<file path="config.mk">
export PLATFORM = sky130hd
export DESIGN_NAME = ascon_block_packer
export DESIGN_NICKNAME = d
export VERILOG_FILES = /design/src/rtl/ascon_block_packer_pkg.sv /design/src/rtl/ascon_block_packer_pad.sv /design/src/rtl/ascon_block_packer.sv
export SDC_FILE = /design/constraint.sdc
export NUM_CORES = 1
export LEC_CHECK = 0
export CAP_MARGIN = 15
export CELL_PAD_IN_SITES_DETAIL_PLACEMENT = 1
export CELL_PAD_IN_SITES_GLOBAL_PLACEMENT = 2
export CORE_MARGIN = 8
export CORE_UTILIZATION = 31
export CTS_CLUSTER_SIZE = 8
export DETAILED_ROUTE_END_ITERATION = 6
export PLACE_DENSITY = 0.81
export SYNTH_ARGS = -nofsm -noshare
export SYNTH_HDL_FRONTEND = slang
export SYNTH_SLANG_ARGS = --single-unit
export TNS_END_PERCENT = 50
</file>
<file path="constraint.sdc">
create_clock -name clk -period 2.6 [get_ports clk]
set_input_delay 0.65 -clock clk [delete_from_list [all_inputs] [get_ports clk]]
set_output_delay 0.65 -clock clk [all_outputs]
set_load 0.1 [all_outputs]
</file>
<file path="src/rtl/ascon_block_packer_pkg.sv">
// Shared types and constants for the Ascon block packer.
//   kind_t  : tag on each input word (key / nonce / associated data / plaintext)
//   state_t : packer sequencing states
package ascon_block_packer_pkg;

   localparam int         WORD_W       = 32;
   localparam int         BLK_W        = 128;
   localparam int         WORDS_PER_BLK = BLK_W / WORD_W;
   localparam logic [7:0] PAD_BYTE_DEF = 8'h80;

   typedef enum logic [1:0] {
      KIND_KEY   = 2'b00,
      KIND_NONCE = 2'b01,
      KIND_AD    = 2'b10,
      KIND_PT    = 2'b11
   } kind_t;

   typedef enum logic [2:0] {
      S_KEY  = 3'd0,
      S_GO   = 3'd1,
      S_AD   = 3'd2,
      S_SEP  = 3'd3,
      S_PT   = 3'd4,
      S_PAD  = 3'd5,
      S_SEND = 3'd6
   } state_t;

endpackage

</file>
<file path="src/rtl/ascon_block_packer_pad.sv">
// Tail-word masking for Ascon 10* padding (combinational).
//   word_i   : raw input word, byte 0 = word_i[31:24]
//   nbytes_i : number of valid bytes (0..4)
//   pad_en_i : insert PAD_BYTE directly after the last valid byte
//   word_o   : valid bytes kept, pad byte inserted, remaining bytes zero
module ascon_pad_word
   import ascon_block_packer_pkg::*;
#(
   parameter logic [7:0] PAD_BYTE = PAD_BYTE_DEF
) (
   input  logic [WORD_W-1:0] word_i,
   input  logic [2:0]        nbytes_i,
   input  logic              pad_en_i,
   output logic [WORD_W-1:0] word_o
);

   always_comb begin
      word_o = '0;
      for (int i = 0; i < 4; i++) begin
         if (3'(i) < nbytes_i) begin
            word_o[WORD_W-1-8*i -: 8] = word_i[WORD_W-1-8*i -: 8];
         end else if (pad_en_i && (3'(i) == nbytes_i)) begin
            word_o[WORD_W-1-8*i -: 8] = PAD_BYTE;
         end
      end
   end

endmodule

</file>
<file path="src/rtl/ascon_block_packer.sv">
// Ascon core loader: packs a tagged 32-bit word stream into 128-bit blocks,
// applies 10* padding to AD/PT tails, inserts the AD->PT separator beat and
// issues the one-cycle key_go start pulse once key and nonce are delivered.
//   clk, rst           : clock, asynchronous active-low reset
//   s_data/s_kind/...  : input word stream (valid/ready), s_bytes on last word
//   blk, blk_valid     : block to core, held until core_ready
//   blk_k_n, blk_a_p   : key/nonce select, separator flag
//   key_go             : core start pulse
//   err                : sticky protocol error
//
// state  | meaning
// S_KEY  | filling key / nonce blocks
// S_GO   | key_go pulse high
// S_AD   | filling associated-data blocks (or waiting for first PT word)
// S_SEP  | separator beat pending
// S_PT   | filling plaintext blocks
// S_PAD  | load extra {PAD_BYTE,0} block after a block-aligned tail
// S_SEND | block pending, wait for core_ready then return to ret_q
module ascon_block_packer
   import ascon_block_packer_pkg::*;
#(
   parameter logic [7:0] PAD_BYTE = PAD_BYTE_DEF
) (
   input  logic              clk,
   input  logic              rst,
   input  logic [WORD_W-1:0] s_data,
   input  logic              s_valid,
   output logic              s_ready,
   input  logic [1:0]        s_kind,
   input  logic              s_last,
   input  logic [2:0]        s_bytes,
   output logic [BLK_W-1:0]  blk,
   output logic              blk_valid,
   output logic              blk_k_n,
   output logic              blk_a_p,
   output logic              key_go,
   input  logic              core_ready,
   output logic              err
);

   state_t            state_q, state_d;
   state_t            ret_q, ret_d;
   logic [1:0]        w_q, w_d;
   logic [BLK_W-1:0]  blk_q, blk_d;
   logic              blk_valid_q, blk_valid_d;
   logic              blk_k_n_q, blk_k_n_d;
   logic              blk_a_p_q, blk_a_p_d;
   logic              key_go_q, key_go_d;
   logic              err_q, err_d;
   logic              key_seen_q, key_seen_d;
   logic              nonce_seen_q, nonce_seen_d;
   kind_t             seg_kind_q, seg_kind_d;

   kind_t             kind;
   logic              fill_state;
   logic              sep_stall;
   logic              word_xfer;
   logic              blk_xfer;
   logic              bytes_ok;
   logic [2:0]        nbytes;
   logic              pad_en;
   logic [WORD_W-1:0] tail_word;
   kind_t             data_kind;
   state_t            done_state;

   assign kind       = kind_t'(s_kind);
   assign fill_state = (state_q == S_KEY) || (state_q == S_AD) || (state_q == S_PT);
   // First PT word after AD is held off until the separator beat has gone out.
   assign sep_stall  = (state_q == S_AD) && s_valid && (kind == KIND_PT) && (w_q == 2'd0);
   // Gated by rst so every output reads 0 while reset is asserted.
   assign s_ready    = rst && fill_state && !blk_valid_q && !key_go_q && !sep_stall;
   assign word_xfer  = s_valid && s_ready;
   assign blk_xfer   = blk_valid_q && core_ready;
   assign bytes_ok   = (s_bytes != 3'd0) && (s_bytes <= 3'd4);
   assign nbytes     = s_last ? s_bytes : 3'd4;
   assign pad_en     = s_last && (s_bytes < 3'd4);
   assign data_kind  = (state_q == S_AD) ? KIND_AD : KIND_PT;
   assign done_state = (kind == KIND_PT) ? S_KEY : S_AD;

   ascon_pad_word #(.PAD_BYTE(PAD_BYTE)) u_pad (
      .word_i   (s_data),
      .nbytes_i (nbytes),
      .pad_en_i (pad_en),
      .word_o   (tail_word)
   );

   always_comb begin
      state_d      = state_q;
      ret_d        = ret_q;
      w_d          = w_q;
      blk_d        = blk_q;
      blk_valid_d  = blk_valid_q;
      blk_k_n_d    = blk_k_n_q;
      blk_a_p_d    = blk_a_p_q;
      key_go_d     = 1'b0;
      err_d        = err_q;
      key_seen_d   = key_seen_q;
      nonce_seen_d = nonce_seen_q;
      seg_kind_d   = seg_kind_q;

      case (state_q)
         S_KEY: begin
            if (word_xfer) begin
               if ((kind == KIND_AD) || (kind == KIND_PT)) begin
                  err_d = 1'b1;
               end else if ((w_q != 2'd0) && (kind != seg_kind_q)) begin
                  err_d = 1'b1;
                  w_d   = 2'd0;
                  blk_d = '0;
               end else begin
                  if (w_q == 2'd0) blk_d = '0;
                  for (int i = 0; i < WORDS_PER_BLK; i++) begin
                     if (w_q == 2'(i)) blk_d[BLK_W-1-WORD_W*i -: WORD_W] = s_data;
                  end
                  seg_kind_d = kind;
                  if (s_last) begin
                     w_d = 2'd0;
                     if ((w_q == 2'd3) && (s_bytes == 3'd4)) begin
                        blk_valid_d = 1'b1;
                        blk_k_n_d   = kind[0];
                        blk_a_p_d   = 1'b0;
                        state_d     = S_SEND;
                        ret_d       = S_KEY;
                        if (kind == KIND_KEY) key_seen_d   = 1'b1;
                        else                  nonce_seen_d = 1'b1;
                     end else begin
                        err_d = 1'b1;
                        blk_d = '0;
                     end
                  end else if (w_q == 2'd3) begin
                     err_d = 1'b1;
                     w_d   = 2'd0;
                     blk_d = '0;
                  end else begin
                     w_d = w_q + 2'd1;
                  end
               end
            end
         end

         S_GO: begin
            key_seen_d   = 1'b0;
            nonce_seen_d = 1'b0;
            state_d      = S_AD;
         end

         S_AD, S_PT: begin
            if (sep_stall) begin
               blk_d       = '0;
               blk_valid_d = 1'b1;
               blk_k_n_d   = 1'b0;
               blk_a_p_d   = 1'b1;
               state_d     = S_SEP;
            end else if (word_xfer) begin
               if (kind != data_kind) begin
                  err_d = 1'b1;
               end else if (s_last && !bytes_ok) begin
                  err_d = 1'b1;
               end else begin
                  if (w_q == 2'd0) blk_d = '0;
                  for (int i = 0; i < WORDS_PER_BLK; i++) begin
                     if (w_q == 2'(i)) blk_d[BLK_W-1-WORD_W*i -: WORD_W] = tail_word;
                  end
                  seg_kind_d = kind;
                  blk_k_n_d  = 1'b0;
                  blk_a_p_d  = 1'b0;
                  if (s_last) begin
                     blk_valid_d = 1'b1;
                     state_d     = S_SEND;
                     w_d         = 2'd0;
                     ret_d       = done_state;
                     if (s_bytes == 3'd4) begin
                        if (w_q == 2'd3) begin
                           ret_d = S_PAD;
                        end else begin
                           // Full last word with room left: pad lands in the next word.
                           for (int i = 1; i < WORDS_PER_BLK; i++) begin
                              if ({1'b0, w_q} + 3'd1 == 3'(i)) begin
                                 blk_d[BLK_W-1-WORD_W*i -: WORD_W] = {PAD_BYTE, 24'h0};
                              end
                           end
                        end
                     end
                  end else if (w_q == 2'd3) begin
                     blk_valid_d = 1'b1;
                     state_d     = S_SEND;
                     ret_d       = state_q;
                     w_d         = 2'd0;
                  end else begin
                     w_d = w_q + 2'd1;
                  end
               end
            end
         end

         S_SEP: begin
            if (blk_xfer) begin
               blk_valid_d = 1'b0;
               blk_a_p_d   = 1'b0;
               blk_d       = '0;
               state_d     = S_PT;
            end
         end

         S_PAD: begin
            blk_d       = {PAD_BYTE, {(BLK_W-8){1'b0}}};
            blk_valid_d = 1'b1;
            blk_k_n_d   = 1'b0;
            blk_a_p_d   = 1'b0;
            state_d     = S_SEND;
            ret_d       = (seg_kind_q == KIND_PT) ? S_KEY : S_AD;
         end

         S_SEND: begin
            if (blk_xfer) begin
               blk_valid_d = 1'b0;
               blk_k_n_d   = 1'b0;
               blk_d       = '0;
               if ((ret_q == S_KEY) && key_seen_q && nonce_seen_q) begin
                  state_d  = S_GO;
                  key_go_d = 1'b1;
               end else begin
                  state_d = ret_q;
               end
            end
         end

         default: state_d = S_KEY;
      endcase
   end

   always_ff @(posedge clk or negedge rst) begin
      if (!rst) begin
         state_q      <= S_KEY;
         ret_q        <= S_KEY;
         w_q          <= 2'd0;
         blk_q        <= '0;
         blk_valid_q  <= 1'b0;
         blk_k_n_q    <= 1'b0;
         blk_a_p_q    <= 1'b0;
         key_go_q     <= 1'b0;
         err_q        <= 1'b0;
         key_seen_q   <= 1'b0;
         nonce_seen_q <= 1'b0;
         seg_kind_q   <= KIND_KEY;
      end else begin
         state_q      <= state_d;
         ret_q        <= ret_d;
         w_q          <= w_d;
         blk_q        <= blk_d;
         blk_valid_q  <= blk_valid_d;
         blk_k_n_q    <= blk_k_n_d;
         blk_a_p_q    <= blk_a_p_d;
         key_go_q     <= key_go_d;
         err_q        <= err_d;
         key_seen_q   <= key_seen_d;
         nonce_seen_q <= nonce_seen_d;
         seg_kind_q   <= seg_kind_d;
      end
   end

   assign blk       = blk_q;
   assign blk_valid = blk_valid_q;
   assign blk_k_n   = blk_k_n_q;
   assign blk_a_p   = blk_a_p_q;
   assign key_go    = key_go_q;
   assign err       = err_q;

endmodule
</file>
==> metrics list, run 1 <==
* Result of the run: completed
- Relative slew slack: 0.264
- Placed wire-length estimate: 20.8 mm
- Final core utilization: 0.470
* Pins over their slew limit: 0
* Hold Buf Count CTS: 0
- Clock Tree Buf Depth: 2
- Summing every instance area after synthesis gives 6910 sq um.
- After detailed routing, the average wire length per cell comes to 22.9 um.
- Total congestion overflow after global routing: 0
* Area growth from synthesis to final layout: 48.4%
- Final worst clock skew: 0.0103 ns
* Die width: 165 um
* CP top delay family: buffers and inverters
- Floorplan die height: 165 um
- The number of hold violations in the final report is 0.
- CTS H-tree depth: 4
* Total number of vias: 6626
- Summed over all instances, the cell type with the most area after synthesis is sky130_fd_sc_hd__dfrtp_1.
- Antenna violations before repair: 0
- The count of buffers added on input and output ports is 175.
- FF-to-FF Start: w_q[0]$_DFFE_PN0P_
- Clock latency on the worst-skew pair, taken at its later pin, is 0.43 ns.
* Area share of xor/xnor cells in the synthesized design: 0.00380
- Adder-Cell Fraction of Synth Area: 0.00906
- In this run, synthesis inferred 0 flip-flops with an integrated enable.
- Flop-to-flop setup slack: 0.13 ns
* Number of fill cells: 2421
- Area of the core: 21800 sq um
- At the worst endpoint, the required time is 1.95 ns.
* DR DRC count: 0
- Each instance of the synthesized netlist takes up on average 10.6 sq um.
- Max_cap viols: 0
* Pin slew with the least headroom to its limit: 1.10 ns
* Post-Synthesis Net Count: 696
- Together, buffers and inverters on the worst path number 4.
- Worst Setup Path Type: input port to primary output
- Largest incremental delay on the critical path: 0.43 ns
- Of the post-synthesis cell area, the dominant cell type holds 0.525.
- CTS tree: yes
* DR iter-0 viols: 413
* Via-per-instance ratio: 5.44
* Final setup vio count: 0
* Share of the synthesized area in compound gates (AO/OA/AOI/OAI): 0.292
- Counting cells, the worst reg-to-reg path comes to 9.
- The signal on the critical path passes through dlygate4sd2_1, nand4_4, buf_4, nor2_4, buf_4, nor2_2, buf_12.
- For this configuration, the core starts out at a cell density of 0.316.
- The pre-antenna-repair detailed-routing pass consisted of 4 iterations.
* Worst path arrival time: 1.88 ns
- For this run, the top clock speed supported by timing is 395 MHz.
* Total track usage: 0.203
- The multi-input combinational cells in the finished layout cover a total of 3150 sq um.
- Mux contribution to synthesized area: 0.0112
- Sort of element at the end of the critical path: primary output
- Die Footprint: 27300 sq um
- Share of async-settable or async-resettable flops after synthesis: 1.00
* Fraction of the cycle the final worst path needs: 0.974
* Via count of the first global-routing pass: 7103
- Synthesized instance count: 649
- Among the stages of the critical path, the cell type that occurs most often is sky130_fd_sc_hd__buf_4.
- DRT antenna net count: 0
* Max FO, Critical Path: 6
- The worst setup path is launched from an input port.
* Worst min-delay path category: input port to async pin
- Depth of the critical timing path with buffers and inverters included: 7
- Site row count: 54
- Clock-pin slew was measured on the worst setup and hold paths at 0.07 ns.
- Routability-driven placement finished with a final weighted congestion of 0.887.
- The first global-routing pass estimated 42.4 mm of wire.
* Maximum number of pins on one net before global-route repair: 146
- Total Routed Length: 27.9 mm
- Number of buffers created by CTS: 17
- The slowest stage of the critical path is the sky130_fd_sc_hd__dlygate4sd2_1 cell.
- In this run, synthesis produced a sequential element count of 145.
- The most used flip-flop cell after synthesis is sky130_fd_sc_hd__dfrtp_1.
- The cell sitting at the root of the clock tree is a sky130_fd_sc_hd__clkbuf_16.
- Main area contributors after synthesis: sky130_fd_sc_hd__dfrtp_1, sky130_fd_sc_hd__a22o_1, sky130_fd_sc_hd__o21ai_0, sky130_fd_sc_hd__nor2_1, sky130_fd_sc_hd__a21oi_1
* Sequential area share after synthesis: 0.525
* Clock tree sinks: 145
- Counting I/O delays and the setup requirement, the final critical path takes 2.53 ns.
- Across the whole layout, storage elements account for 3640 sq um.
* Simple-gate portion of the synthesized area: 0.119
- Endpoint of the worst register-to-register path: blk[62]$_DFFE_PN0P_
* Share of layout cells above drive strength 1: 0.374
* Number of distinct library cells after synthesis: 77
* Fin nets: 972
* Number of diodes added for antenna fixing: 0
* Boundary Pins: 176
- After synthesis, the largest family of logic cells by area is compound AO/OA/AOI/OAI gates.
- Yosys warning total: 0
==> cell usage after synthesis, drive strengths merged, types with 2 or more instances <==
master	n
mux2	6
or2	2
inv	8
and2	5
or3b	2
a21boi	3
o211ai	3
o21ai	53
nand2b	4
a221oi	2
nor2b	5
a2bb2oi	6
a22o	81
clkbuf	16
a31o	3
ha	5
o22ai	3
o2111ai	2
a22oi	3
dfrtp	145
a21oi	39
xnor2	2
buf	28
o2bb2ai	12
nand3b	3
nand2	43
a31oi	5
and3	2
a32o	5
o21a	21
o21bai	2
a21o	7
nor2	68
or3	4
nand4	2
nand3	15
nor3	6
o31ai	8
==> cell type report <==
cell class / instances / area share
Clock buffer: 17 / 0.0415
Clock inverter: 15 / 0.0155
Timing Repair Buffer: 301 / 0.243
Tap cell: 280 / 0.0342
Inverter: 9 / 0.00330
Sequential cell: 145 / 0.355
Multi-Input combinational cell: 451 / 0.308
==> worst register-to-register path, stage by stage (launching register included) <==
cell and delay, ns:
sky130_fd_sc_hd__dfrtp_1 0.42, sky130_fd_sc_hd__ha_1 0.36, sky130_fd_sc_hd__and3_1 0.28, sky130_fd_sc_hd__nor2_1 0.29, sky130_fd_sc_hd__nor3_4 0.10, sky130_fd_sc_hd__buf_4 0.22, sky130_fd_sc_hd__a21oi_1 0.23, sky130_fd_sc_hd__nor2_4 0.05
sky130_fd_sc_hd__buf_4 0.16, sky130_fd_sc_hd__a22o_1 0.24
==> worst max-delay path by stage <==
stage	slack, ns	start	to
2_1_floorplan	0.001	s_bytes[0]	ret_q[0]$_DFFE_PN0P_
3_3_place_gp	-0.65	s_bytes[0]	blk[86]$_DFFE_PN0P_
3_5_place_dp	-0.70	s_bytes[0]	blk[116]$_DFFE_PN0P_
4_1_cts	0.005	state_q[1]$_DFFE_PN0P_	s_ready
5_1_grt	-0.008	s_last	blk[62]$_DFFE_PN0P_
6_report	0.07	s_kind[1]	s_ready
==> through the flow <==
| stage | setup TNS (ns) | instances | hold slack (ns) | setup WS, ns | instance area, sq um |
|---|---|---|---|---|---|
| 5_1_grt | -0.0128 | 1218 | 0.455 | -0.00779 | 10200 |
| 6_report | 0 | 1218 | 0.374 | 0.0672 | 10200 |
| 4_1_cts | 0 | 1212 | 0.428 | 0.00482 | 10200 |
| 2_1_floorplan | 0 | 649 | 0.354 | 0.00132 | 6920 |
| 3_5_place_dp | -82.67 | 1170 | 0.483 | -0.700 | 9410 |
| 3_3_place_gp | -77.17 | 1170 | 0.473 | -0.652 | 9410 |
==> timing repair <==
action,in CTS,in global routing
pin swaps,3,2
buffers inserted,9,6
setup endpoints to repair,135,45
gates cloned,1,0
resized for setup,35,4
==> routing by layer <==
| metal | global-route usage | up-vias | share of wire | routed length, um |
|---|---|---|---|---|
| li1 | - | 2986 | - | - |
| met1 | 0.262 | 3393 | 0.43 | 12000 |
| met2 | 0.336 | 215 | 0.49 | 13700 |
| met3 | 0.0352 | 32 | 0.063 | 1760 |
| met4 | 0.0708 | 0 | 0.018 | 511 |
| met5 | 0 | - | 0 | 0 |
==> flip-flops by register name, summed over array words and instances, names as in the netlist <==
signal and flops:
key_go 1, blk_a_p 1, key_seen_q 1, ret_q 3, err 1, nonce_seen_q 1
blk_valid 1, blk 128, w_q 2, blk_k_n 1, state_q 3, seg_kind_q 2
==> cell families (layout without fill, tap and decap cells) <==
| group | after synthesis | after routing |
|---|---|---|
| adders and majority gates | 5 | 5 |
| AOI/OAI and AO/OA | 271 | 271 |
| DFF | 145 | 145 |
| and+or+nand+nor | 165 | 165 |
| buffers and inverters | 53 | 342 |
| xor gates and xnor gates | 3 | 3 |
| muxes | 7 | 7 |
==> placed cells by master, fill, tap and decap left out, drive strengths merged, types with 3 or more instances in the layout <==
cell type / count
nand2: 43
clkdlybuf4s50: 34
a31oi: 5
o211ai: 3
and2: 5
a21boi: 3
nor2: 68
nand2b: 4
dlygate4sd2: 6
o21a: 21
clkbuf: 17
a32o: 5
buf: 261
dfrtp: 145
a21o: 7
nand3: 15
nand3b: 3
a2bb2oi: 6
a22oi: 3
o2bb2ai: 12
ha: 5
a21oi: 39
o21ai: 53
o31ai: 8
nor2b: 5
a22o: 81
a31o: 3
clkinv: 4
inv: 18
o22ai: 3
nor3: 6
or3: 4
mux2: 6
Power of run 1 is left out: the tool's default activity adds up to more than one toggle a clock period on the data nets, which glitch-free logic cannot reach.
==> run 2, diff against run 1 <==
Settings changed: CORE_UTILIZATION 31 to 32, CTS_BUF_LIST set to sky130_fd_sc_hd__clkbuf_8, PLACE_DENSITY 0.81 to 0.83.
==> metrics list, run 2 (synthesis gave the netlist of run 1 again) <==
- The post-detailed-routing wire length came to 27.1 mm (-3.0%).
* Max reg flops: 128 (unchanged)
- The post-CTS clock slew at the launch and capture registers of the worst setup and hold paths came to 0.09 ns (+0.02 ns).
- The via count is 6579 (-0.71%).
* Endpoint of the worst register-to-register path: blk[39]$_DFFE_PN0P_
- The max-slew violation count was 0 (unchanged).
- The floorplan row count is 53 (-1.9%).
- Die width: 163 um (-1.4%)
- The mean routed wirelength per cell came to 22.3 um (-2.6%).
* Worst path arrival time: 1.86 ns (-0.02 ns)
* Setup Slack @ Placement: -0.703 ns (-0.00318 ns)
- Clk_lat worst skew: 0.47 ns (+0.04 ns)
- The via density per instance came to 5.42 (-0.30%).
- DRT antenna net count: 0 (unchanged)
- The tree is rooted in a sky130_fd_sc_hd__clkbuf_8.
* Hold Fails Final Rpt: 0 (unchanged)
- Max FO, Critical Path: 6 (unchanged)
* Relative slew slack: 0.399 (+0.136)
* Initial standard-cell utilization of the core: 0.328 (+0.0110)
* Cell with the largest stage delay on the worst path: sky130_fd_sc_hd__dfrtp_1
- The most critical setup path has its endpoint at s_ready.
- Launch point of the critical path: state_q[0]$_DFFE_PN0P_
* Fin nets: 971 (-0.10%)
- The number of violations of the max-capacitance limit is 0 (unchanged).
- The residual DRC count was 0 (unchanged).
- The utilization after layout is 0.476 (+0.00630).
- STA classifies the critical path endpoint as a primary output.
- TritonCTS built the clock tree.
* CP top delay family: simple AND/OR/NAND/NOR gates
- The level count of the clock H-tree came to 4 (unchanged).
- The logic depth of the worst setup path including buffers was 6 (-1).
- The number of cells on the worst reg-to-reg path is 9 (unchanged).
* Worst Setup Path Type: register to primary output
- Via count of the first global-routing pass: 6922 (-2.5%)
* Fraction of the cycle the final worst path needs: 0.967 (-0.00742)
- The measured slew at the worst slew-check pin is 0.901 ns (-0.203 ns).
- STA classifies the critical path startpoint as a register.
- RePlAce Congestion: 0.895 (+0.87%)
* Number of fill cells: 2333 (-3.6%)
- The maximum achievable frequency came to 398 MHz (+0.77%).
- Boundary Pins: 176 (unchanged)
- The hold buffer count at CTS came to 0 (unchanged).
* FF-to-FF Start: w_q[0]$_DFFE_PN0P_
* Share of layout cells above drive strength 1: 0.369 (-0.00494)
- The total overflow reported by the global router is 0 (unchanged).
- Die Footprint: 26500 sq um (-2.8%)
* CP bufs+invs: 3 (-1)
* Global-route wire length before repair: 41.6 mm (-1.8%)
- The area of the placeable core was 21100 sq um (-3.4%).
- Final critical-path setup slack: 0.0865 ns (+0.0193 ns)
* Commonest cells after routing, fill and taps aside: sky130_fd_sc_hd__buf_4, sky130_fd_sc_hd__dfrtp_1, sky130_fd_sc_hd__a22o_1
- The worst reg-to-reg setup slack came to 0.10 ns (-0.03 ns).
- The count of routing violations after the opening detailed-route iteration came to 377 (-8.7%).
- Most common cell after layout, fill and taps aside: sky130_fd_sc_hd__buf_4
* Number of buffers created by CTS: 17 (unchanged)
- Floorplan die height: 163 um (-1.4%)
- Among the stages of the critical path, the cell type that occurs most often is sky130_fd_sc_hd__buf_12.
- The worst-case clock buffer depth came to 2 (unchanged).
- The signal on the critical path passes through buf_12, or3b_4, nor2_4, buf_4, nor2_2, buf_12.
- Placed wire-length estimate: 20.4 mm (-2.2%)
- Largest incremental delay on the critical path: 0.42 ns (about the same)
- Final setup vio count: 0 (unchanged)
- Clock tree sinks: 145 (unchanged)
* Total track usage: 0.200 (-0.00249)
- The initial antenna violation count was 1 (+1).
- The final setup skew was 0.0177 ns (+0.00745 ns).
* TritonRoute pass-1 iters: 4 (unchanged)
- Result of the run: completed
- The pin count of the biggest net entering global routing is 146 (unchanged).
- Required time of the critical path: 1.95 ns (about the same)
- The final critical-path required period came to 2.51 ns (-0.0193 ns).
- Compared with the post-synthesis result, the final layout area differs by 45.3%.
* Worst min-delay path category: input port to async pin
* Port-buffer cells: 175 (unchanged)
[run 2: cell types whose count changed in the layout (fill, tap and decap cells not counted), moves of 3 or more]
cell                        delta
sky130_fd_sc_hd__buf_4         -3
sky130_fd_sc_hd__inv_6         +3
sky130_fd_sc_hd__a21oi_1       +3
sky130_fd_sc_hd__clkbuf_8     +18
sky130_fd_sc_hd__nor2_2        +4
sky130_fd_sc_hd__a21oi_2       -3
sky130_fd_sc_hd__inv_8         -3
sky130_fd_sc_hd__clkbuf_16    -17
[run 2: worst reg2reg max path, cell delays in order (launching register included)]
cell and delay, ns:
sky130_fd_sc_hd__dfrtp_1 0.42, sky130_fd_sc_hd__buf_4 0.14, sky130_fd_sc_hd__ha_1 0.29, sky130_fd_sc_hd__and3_1 0.26
sky130_fd_sc_hd__nor2_1 0.27, sky130_fd_sc_hd__nor3_2 0.13, sky130_fd_sc_hd__buf_4 0.22, sky130_fd_sc_hd__a22o_1 0.24
sky130_fd_sc_hd__a32o_1 0.25, sky130_fd_sc_hd__a31o_1 0.18
[run 2: area by class of cell]
| cell class | count | area (sq um) | area share |
|---|---|---|---|
| antenna | 1 | 2.50 | 0.000249 |
| clock buffer | 18 | 248 | 0.0247 |
| clock inverter | 14 | 186 | 0.0186 |
| inverter | 9 | 33.8 | 0.00337 |
| multi-input combinational | 451 | 3100 | 0.309 |
| sequential | 145 | 3630 | 0.362 |
| tap | 275 | 344 | 0.0343 |
| timing repair buffer | 300 | 2480 | 0.248 |
[run 2: how the worst min path moves through the flow]
stage                          endpoint  slack (ns)  cells past startpoint           startpoint
2_1_floorplan        blk[0]$_DFFE_PN0P_        0.35                      0                  rst
3_3_place_gp        blk[82]$_DFFE_PN0P_        0.48                      2  blk[82]$_DFFE_PN0P_
3_5_place_dp        blk[48]$_DFFE_PN0P_        0.48                      1  blk[48]$_DFFE_PN0P_
4_1_cts        nonce_seen_q$_DFFE_PN0P_        0.36                      2                  rst
5_1_grt        nonce_seen_q$_DFFE_PN0P_        0.29                      2                  rst
6_report       nonce_seen_q$_DFFE_PN0P_        0.23                      2                  rst
[run 2: per-stage QoR]
stage          cells  hold slack (ns)  cell area, sq um  setup TNS, ns
2_1_floorplan    649            0.354              6920              0
3_3_place_gp    1163            0.476              9390         -73.77
3_5_place_dp    1163            0.479              9390         -78.16
4_1_cts         1196            0.355              9860        -0.0405
5_1_grt         1213            0.289             10000        -0.0824
6_report        1213            0.227             10000              0
[run 2: what timing repair did]
item / 4_1_cts / 5_1_grt
pin swaps: 0 / 2
setup buffers: 2 / 16
hold endpoints to repair: 0 / 0
setup endpoints to repair: 122 / 65
resized for setup: 19 / 11
[run 2: per-layer routing]
metal	part of all wire	wire, um	vias to the layer above	GRT usage
met5	0	0	-	0
met4	0.016	428	0	0.0651
met3	0.048	1290	25	0.0356
met2	0.50	13600	166	0.338
met1	0.43	11800	3409	0.254
li1	-	-	2979	-
Power of run 2 is left out for the same reason.
